`config.mk`:
```
export PLATFORM = sky130hd
export DESIGN_NAME = synth_voice
export DESIGN_NICKNAME = d
export VERILOG_FILES = /design/src/rtl/synth_voice.sv
export SDC_FILE = /design/constraint.sdc
export NUM_CORES = 1
export LEC_CHECK = 0
export CAP_MARGIN = 40
export CORE_ASPECT_RATIO = 0.8
export CORE_MARGIN = 2
export CORE_UTILIZATION = 50
export CTS_CLUSTER_DIAMETER = 200
export DETAILED_ROUTE_END_ITERATION = 10
export HOLD_SLACK_MARGIN = 0.02
export PLACE_DENSITY = 0.76
export SKIP_CTS_REPAIR_TIMING = 1
export SYNTH_ARGS = -nofsm -noshare
export SYNTH_HDL_FRONTEND = slang
export SYNTH_SLANG_ARGS = --single-unit
```
`constraint.sdc`:
```
create_clock -name clk48m -period 7.1 [get_ports clk48m]
set_input_delay 2.13 -clock clk48m [delete_from_list [all_inputs] [get_ports clk48m]]
set_output_delay 2.13 -clock clk48m [all_outputs]
set_load 0.05 [all_outputs]
```
`src/rtl/synth_voice.sv`:
```
// rtl/synth_voice.sv - single-voice phase-accumulator oscillator scaled by an ADSR envelope
// One signed 24-bit sample per SAMPLE_DIV clocks through a three-edge pipeline (E0/E1/E2).
module synth_voice #(
   parameter int unsigned SAMPLE_DIV    = 1024,
   parameter logic [15:0] ATTACK_STEP   = 16'h0100,
   parameter logic [15:0] DECAY_STEP    = 16'h0040,
   parameter logic [15:0] SUSTAIN_LEVEL = 16'hC000,
   parameter logic [15:0] RELEASE_STEP  = 16'h0040
) (
   input  logic        clk48m,
   input  logic        rst,
   input  logic        gate,
   input  logic [23:0] freq_word,
   input  logic [1:0]  wave_sel,
   output logic [23:0] signal,
   output logic        sample_tick,
   output logic        active
);

   localparam int unsigned CW = (SAMPLE_DIV > 1) ? $clog2(SAMPLE_DIV) : 1;
   localparam logic [CW-1:0] CNT_LAST = CW'(SAMPLE_DIV - 1);

   typedef enum logic [2:0] {
      S_IDLE    = 3'd0,
      S_ATTACK  = 3'd1,
      S_DECAY   = 3'd2,
      S_SUSTAIN = 3'd3,
      S_RELEASE = 3'd4
   } state_t;

   logic [CW-1:0] cnt_q;
   logic [23:0]   phase_q;
   logic [15:0]   env_q;
   state_t        state_q;
   logic          gate_prev_q;
   logic          e1_pend_q;
   logic          e2_pend_q;
   logic [23:0]   raw_q;
   logic [23:0]   signal_q;
   logic          tick_q;
   logic          active_q;

   logic          e0;
   logic [16:0]   env_att_d;
   logic [16:0]   env_dec_d;
   logic [16:0]   env_rel_d;
   logic [23:0]   raw_d;
   logic [22:0]   tri_t;
   logic signed [40:0] raw_x;
   logic signed [40:0] env_x;
   logic signed [40:0] prod;

   assign e0 = (cnt_q == CNT_LAST);

   // 17-bit arithmetic so bit 16 flags overflow (attack) or borrow (decay/release).
   assign env_att_d = {1'b0, env_q} + {1'b0, ATTACK_STEP};
   assign env_dec_d = {1'b0, env_q} - {1'b0, DECAY_STEP};
   assign env_rel_d = {1'b0, env_q} - {1'b0, RELEASE_STEP};

   always_comb begin
      raw_d = '0;
      tri_t = phase_q[23] ? ~phase_q[22:0] : phase_q[22:0];
      case (wave_sel)
         2'd0:    raw_d = phase_q[23] ? 24'h800001 : 24'h7FFFFF;
         2'd1:    raw_d = phase_q ^ 24'h800000;
         2'd2:    raw_d = {tri_t, 1'b0} ^ 24'h800000;
         default: raw_d = '0;
      endcase
   end

   // Signed raw times unsigned envelope; 41 bits hold the full product.
   assign raw_x = {{17{raw_q[23]}}, raw_q};
   assign env_x = {25'd0, env_q};
   assign prod  = raw_x * env_x;

   always_ff @(posedge clk48m) begin
      if (rst) begin
         cnt_q       <= '0;
         phase_q     <= '0;
         env_q       <= '0;
         state_q     <= S_IDLE;
         gate_prev_q <= 1'b0;
         e1_pend_q   <= 1'b0;
         e2_pend_q   <= 1'b0;
         raw_q       <= '0;
         signal_q    <= '0;
         tick_q      <= 1'b0;
         active_q    <= 1'b0;
      end else begin
         cnt_q     <= e0 ? '0 : cnt_q + CW'(1);
         e1_pend_q <= e0;
         e2_pend_q <= e1_pend_q;
         tick_q    <= e2_pend_q;

         if (e0) begin
            phase_q     <= phase_q + freq_word;
            gate_prev_q <= gate;
            if (gate && !gate_prev_q) begin
               state_q  <= S_ATTACK;
               active_q <= 1'b1;
            end else if (!gate && (state_q == S_ATTACK || state_q == S_DECAY ||
                                   state_q == S_SUSTAIN)) begin
               state_q <= S_RELEASE;
            end else begin
               case (state_q)
                  S_ATTACK: begin
                     if (env_att_d >= 17'h0FFFF) begin
                        env_q   <= 16'hFFFF;
                        state_q <= S_DECAY;
                     end else begin
                        env_q <= env_att_d[15:0];
                     end
                  end
                  S_DECAY: begin
                     if (env_dec_d[16] || env_dec_d[15:0] <= SUSTAIN_LEVEL) begin
                        env_q   <= SUSTAIN_LEVEL;
                        state_q <= S_SUSTAIN;
                     end else begin
                        env_q <= env_dec_d[15:0];
                     end
                  end
                  S_SUSTAIN: env_q <= env_q;
                  S_RELEASE: begin
                     if (env_rel_d[16] || env_rel_d[15:0] == 16'h0000) begin
                        env_q    <= '0;
                        state_q  <= S_IDLE;
                        active_q <= 1'b0;
                     end else begin
                        env_q <= env_rel_d[15:0];
                     end
                  end
                  default: begin
                     env_q    <= '0;
                     state_q  <= S_IDLE;
                     active_q <= 1'b0;
                  end
               endcase
            end
         end

         if (e1_pend_q) begin
            raw_q <= raw_d;
         end
         if (e2_pend_q) begin
            signal_q <= 24'(prod >>> 16);
         end
      end
   end

   assign signal      = signal_q;
   assign sample_tick = tick_q;
   assign active      = active_q;

endmodule

```
## Word-level counts from Yosys, hierarchy flattened

Cells that the tools add are included.

- Reductions and logical operators: 15
- Add/subtract/negate cells: 4
- Order comparisons: 2
- Divide/modulo/power cells: 0
- Shifts and indexed selects: 0
- Eq/ne operators: 14
- Multiply operators: 1
- Mux-type cells: 17
- Bitwise operators: 6

Operator list:

| operator | count |
|---|---|
| 24-bit one-hot mux with 3 select lines | 1 |
| 16-bit one-hot mux with 4 select lines | 1 |
| 16-bit 2-to-1 mux | 3 |
| 24-bit by 17-bit multiplier with 40-bit output | 1 |
| 24-bit adder | 1 |
| 24-bit 2-to-1 mux | 1 |
| 23-bit 2-to-1 mux | 1 |
| 23-bit NOT | 1 |
| 16-bit by 9-bit adder with 17-bit output (second input constant) | 1 |
| 17-bit by 16-bit >= comparator with 1-bit output (second input constant) | 1 |
| 16-bit by 7-bit subtractor with 17-bit output (second input constant) | 1 |
| 16-bit less-or-equal comparator (second input constant) | 1 |
| 16-bit zero test | 1 |
| 3-bit 2-to-1 mux | 5 |
| 3-bit one-hot mux with 4 select lines | 1 |
| 10-bit by 1-bit adder with 10-bit output (second input constant) | 1 |
| 10-bit == test (second input constant) | 1 |
| 4-bit by 2-bit inequality test with 1-bit output (second input constant) | 2 |
| 4-bit AND reduction | 2 |
| 3-bit by 2-bit == test with 1-bit output (second input constant) | 2 |
| 1-bit NOT | 5 |
| 5-bit AND reduction | 1 |
| 1-bit logical OR | 4 |
| 4-bit inequality test (second input constant) | 1 |
| other kinds (15) | 19 |

- ROM bits: 0
- Output and inout port bits: 26
- Memories: 0
- Bits in registers: 106
- Word-level logic and storage cells: 70
- RAM bits: 0
- Bits in latches: 0

## Longest topological paths before layout

- Word-level depth: 7
- Mapped depth: 26
- Depth with buffers taken out: 24

## Worst setup path before layout

No wires, ideal clock.

- Path type: register to register
- Start: register env_q[4]
- End: register signal_q[20] (netlist: signal[20])
- Data required time: 6.983 ns
- Period minus slack after synthesis: 6.402 ns
- Path buffers: 2
- Library setup time: 0.117 ns
- Path slack: 0.698 ns
- Data arrival time: 6.285 ns
- Cell stages (with the launch flop): 23
- Path through: dfxtp_1 -> clkbuf_1 -> clkbuf_1 -> nand2_1 -> fa_1 -> fa_1 -> inv_1 -> fa_1 -> inv_1 -> fa_1 -> fa_1 -> fa_1 -> inv_1 -> ha_1 -> a21o_1 -> a21o_1 -> a21oi_1 -> o21ai_0 -> a221oi_1 -> a21boi_1 -> o21ai_0 -> or3b_1 -> a22o_1

- Cells in the longest elaborated chain, start to end: 1

Ends and longest elaborated chain:

| item | RTL line | RTL |
|---|---|---|
| from (decl) | 33 | `logic [15:0] env_q;` |
| from (signal assigned) | 111 | `env_q <= env_att_d[15:0];` |
| from (signal assigned) | 119 | `env_q <= env_dec_d[15:0];` |
| from (signal assigned) | 122 | `S_SUSTAIN: env_q <= env_q;` |
| 24-bit by 17-bit multiplier with 40-bit output | 74 | `assign prod = raw_x * env_x;` |
| to (signal assigned) | 145 | `signal_q <= 24'(prod >>> 16);` |
| to (decl) | 39 | `logic [23:0] signal_q;` |

No other way between the ends.
A chain may end at the register's enable or synchronous reset.

## Worst setup path after layout

- Start: register raw_q[12]
- End: register signal_q[16] (netlist: signal[16])

- Cells in the longest elaborated chain, start to end: 1

Ends and longest elaborated chain:

| item | RTL line | RTL |
|---|---|---|
| from (decl) | 38 | `logic [23:0] raw_q;` |
| from (signal assigned) | 142 | `raw_q <= raw_d;` |
| 24-bit by 17-bit multiplier with 40-bit output | 74 |  |

No other way between the ends.

==> impl_metrics.tcl <==
set metrics [dict create \
    nets 2614 \
    rsz0062_at_grt "no" \
    p_comb_share_pct 6.2 \
    cts_tree "built" \
    worstSkewPairLatency_ns 0.38 \
    synth.area.top_cells "fa_1 (38%), dfxtp_1 (11%), inv_1 (9.1%)" \
    crit_path_start_kind "register" \
    dp.final_hpwl_um 36300 \
    grt_max_degree 51 \
    crit_slowest_cell "dfxtp_1" \
    first_iter_violations 1051 \
    synth_cell_types 73 \
    power.switching_uw 320 \
    final_cell_mix "inv_1 (443), fa_1 (347), nand2_1 (231)" \
    critPathMaxStageDelay_ns 0.66 \
    ys_ff_latch 101 \
    p_total_uw 1170 \
    via_per_inst 5.43 \
    synth.yosys.seq_area_share_pct 11.1 \
    whs_path_depth 2 \
    cts.sink_count 101 \
    place_congestion 0.951 \
    hold_violations 0 \
    cts_root_buf "clkbuf_16" \
    grt_usage_pct 24.7 \
    cp_max_fo 8 \
    clkTransAtPathRegs_ns 0.09 \
    syn2layout_area_growth_pct 7.98 \
    hold-worst-slack_ns 0.482 \
    cp.arrival_ns 7.17 \
    clk_path_buf_depth 2 \
    async_reset_ff_share_pct 0 \
    leakage_uw 0.00987 \
    antenna_found_initial 0 \
    synth_area_um2 18300 \
    fin_setup_tns_ns 0 \
    rows 62 \
    period_share_pct 97.1 \
    yosysTopAreaCellShare_pct 38.0 \
    synth_edf_count 0 \
    cp_common_cell "fa_1" \
    grt_pass1_vias 14400 \
    vias 14100 \
    die_area_um2 38100 \
    pin_count 55 \
    synth_nets 2606 \
    cts-buffers-inserted 9 \
    drtPass1Iterations 5 \
    synth_top_area_cell "fa_1" \
    drive_gt1_share_pct 4.68 \
    reg2reg_depth 18 \
    wl_per_cell_um 17.1 \
    initial_core_util_pct 50.8 \
    finalSetupViolCount 0 \
    die_h_um 175 \
    synth_cells 2101 \
    h-tree-depth 3 \
    layout_commonest_cell "inv_1" \
    peakVddDrop_mv 0.0955 \
    p_clk_share_pct 45.4 \
    fp.coreArea_um2 36000 \
    hold_path_class "register to register" \
    wl_um 44500 \
    die_w_um 218 \
    port-buffer-count 54 \
    avgSynthCellArea_um2 8.70 \
    diodes 0 \
    swShare_pct 27.3 \
    worst_pin_slew_ns 0.913 \
    yosysWarningCount 0 \
    fillers 3173 \
    seq_power_share_pct 48.5 \
    slew_violations 0 \
    grt_first_pass_wirelength_um 74800 \
    grt_overflow_total 0 \
    outcome "complete, no violations" \
    drc_errors 0 \
    p_per_area_nw_per_um2 59.4 \
    worstSetupPathType "register to register" \
    cap_viol_max_count 0 \
    fmax_mhz 145 \
    synth_top_flop_cell "dfxtp_1" \
    internal_power_uw 852 \
    min_period_ns 6.89 \
    path_cells "nand2_1, fa_1, fa_1, fa_1, inv_1, fa_1, fa_1, fa_1, ha_1, and4_1, nand4_1, nand4_1, buf_4, a41oi_1, o21bai_1, a21oi_1, or4b_2, o311ai_0" \
    finClkSkew_ns 0.0155 \
    critical_path_required_ns 7.37 \
    end_kind "register" \
    final_antenna_net_count 0 \
    maxSlewHeadroom_pct 39.2 \
]
final timing paths:
check	startpoint	endpoint	slack (ns)
min reg2reg	phase_q[0]	phase_q[0]	0.48
min	phase_q[0]	phase_q[0]	0.48
max reg2reg	raw_q[12]	signal[16]	0.21
max	raw_q[12]	signal[16]	0.21
cell families after synthesis:
family / share of synthesized area, %
AOI/OAI and AO/OA: 9.11
xor gates and xnor gates: 3.83
adders and majority gates: 46.8
buffers and inverters: 11.4
DFF: 11.1
muxes: 0.821
and+or+nand+nor: 16.9
stage by stage:
stage,utilization (%),cells,setup WS [ns],cell area [um^2]
detailed placement,53.9,2578,0.210,19400
global route,54.9,2594,0.0116,19700
CTS,54.8,2594,0.203,19700
finish,54.9,2594,0.206,19700
floorplan,-,2101,0.698,18300
global placement,53.8,2575,0.312,19400
critical path: cells and delay by family (launching register included):
kind            cells  cell delay (ns)
compound gates      4             0.78
fa+ha+maj           7             3.50
flops               1             0.66
buf+inv             2             0.23
simple gates        5             1.61
cell type report:
class                           count  area (um^2)  area share, %
Clock buffer                        9          225           1.14
Sequential cell                   101         2030           10.3
Tap cell                          480          601           3.04
Multi-Input combinational cell   1449        14200           71.9
Clock inverter                      7         86.3          0.437
Timing Repair Buffer              104          946           4.79
Inverter                          444         1670           8.44
metal layers:
layer	track usage, %	routed length (um)	vias to the layer above
li1	-	-	6469
met1	34.8	19900	7075
met2	40.3	20500	478
met3	3.78	3070	59
met4	5.70	1000	0
met5	0	0	-
cells in the mapped netlist, types with 12 or more instances:
cell      count
inv_1       443
fa_1        347
nand2_1     237
ha_1        129
and2_1      122
dfxtp_1     101
clkbuf_1     94
nor2_1       92
a21oi_1      64
xnor2_1      59
o21ai_0      58
nand2b_1     35
nand3_1      34
a21o_1       30
o211ai_1     27
xor2_1       21
nor3_1       18
mux2i_1      15
a211oi_1     12
sequential cells by signal, indices dropped and copies added (netlist names):
register and cells:
active 1, cnt_q 10, e1_pend_q 1, e2_pend_q 1
env_q 11, gate_prev_q 1, phase_q 24, raw_q 24
sample_tick 1, signal 24, state_q 3
power by group through the flow:
stage                     sequential (uW)  clock [uW]  combinational (uW)
after floorplan                       582           0                44.2
after global placement                582           0                69.4
after detailed placement              582           0                71.4
after CTS                             569         548                71.7
after global routing                  569         559                79.2
final                                 569         532                72.3
(Power assumes the default switching activity.)
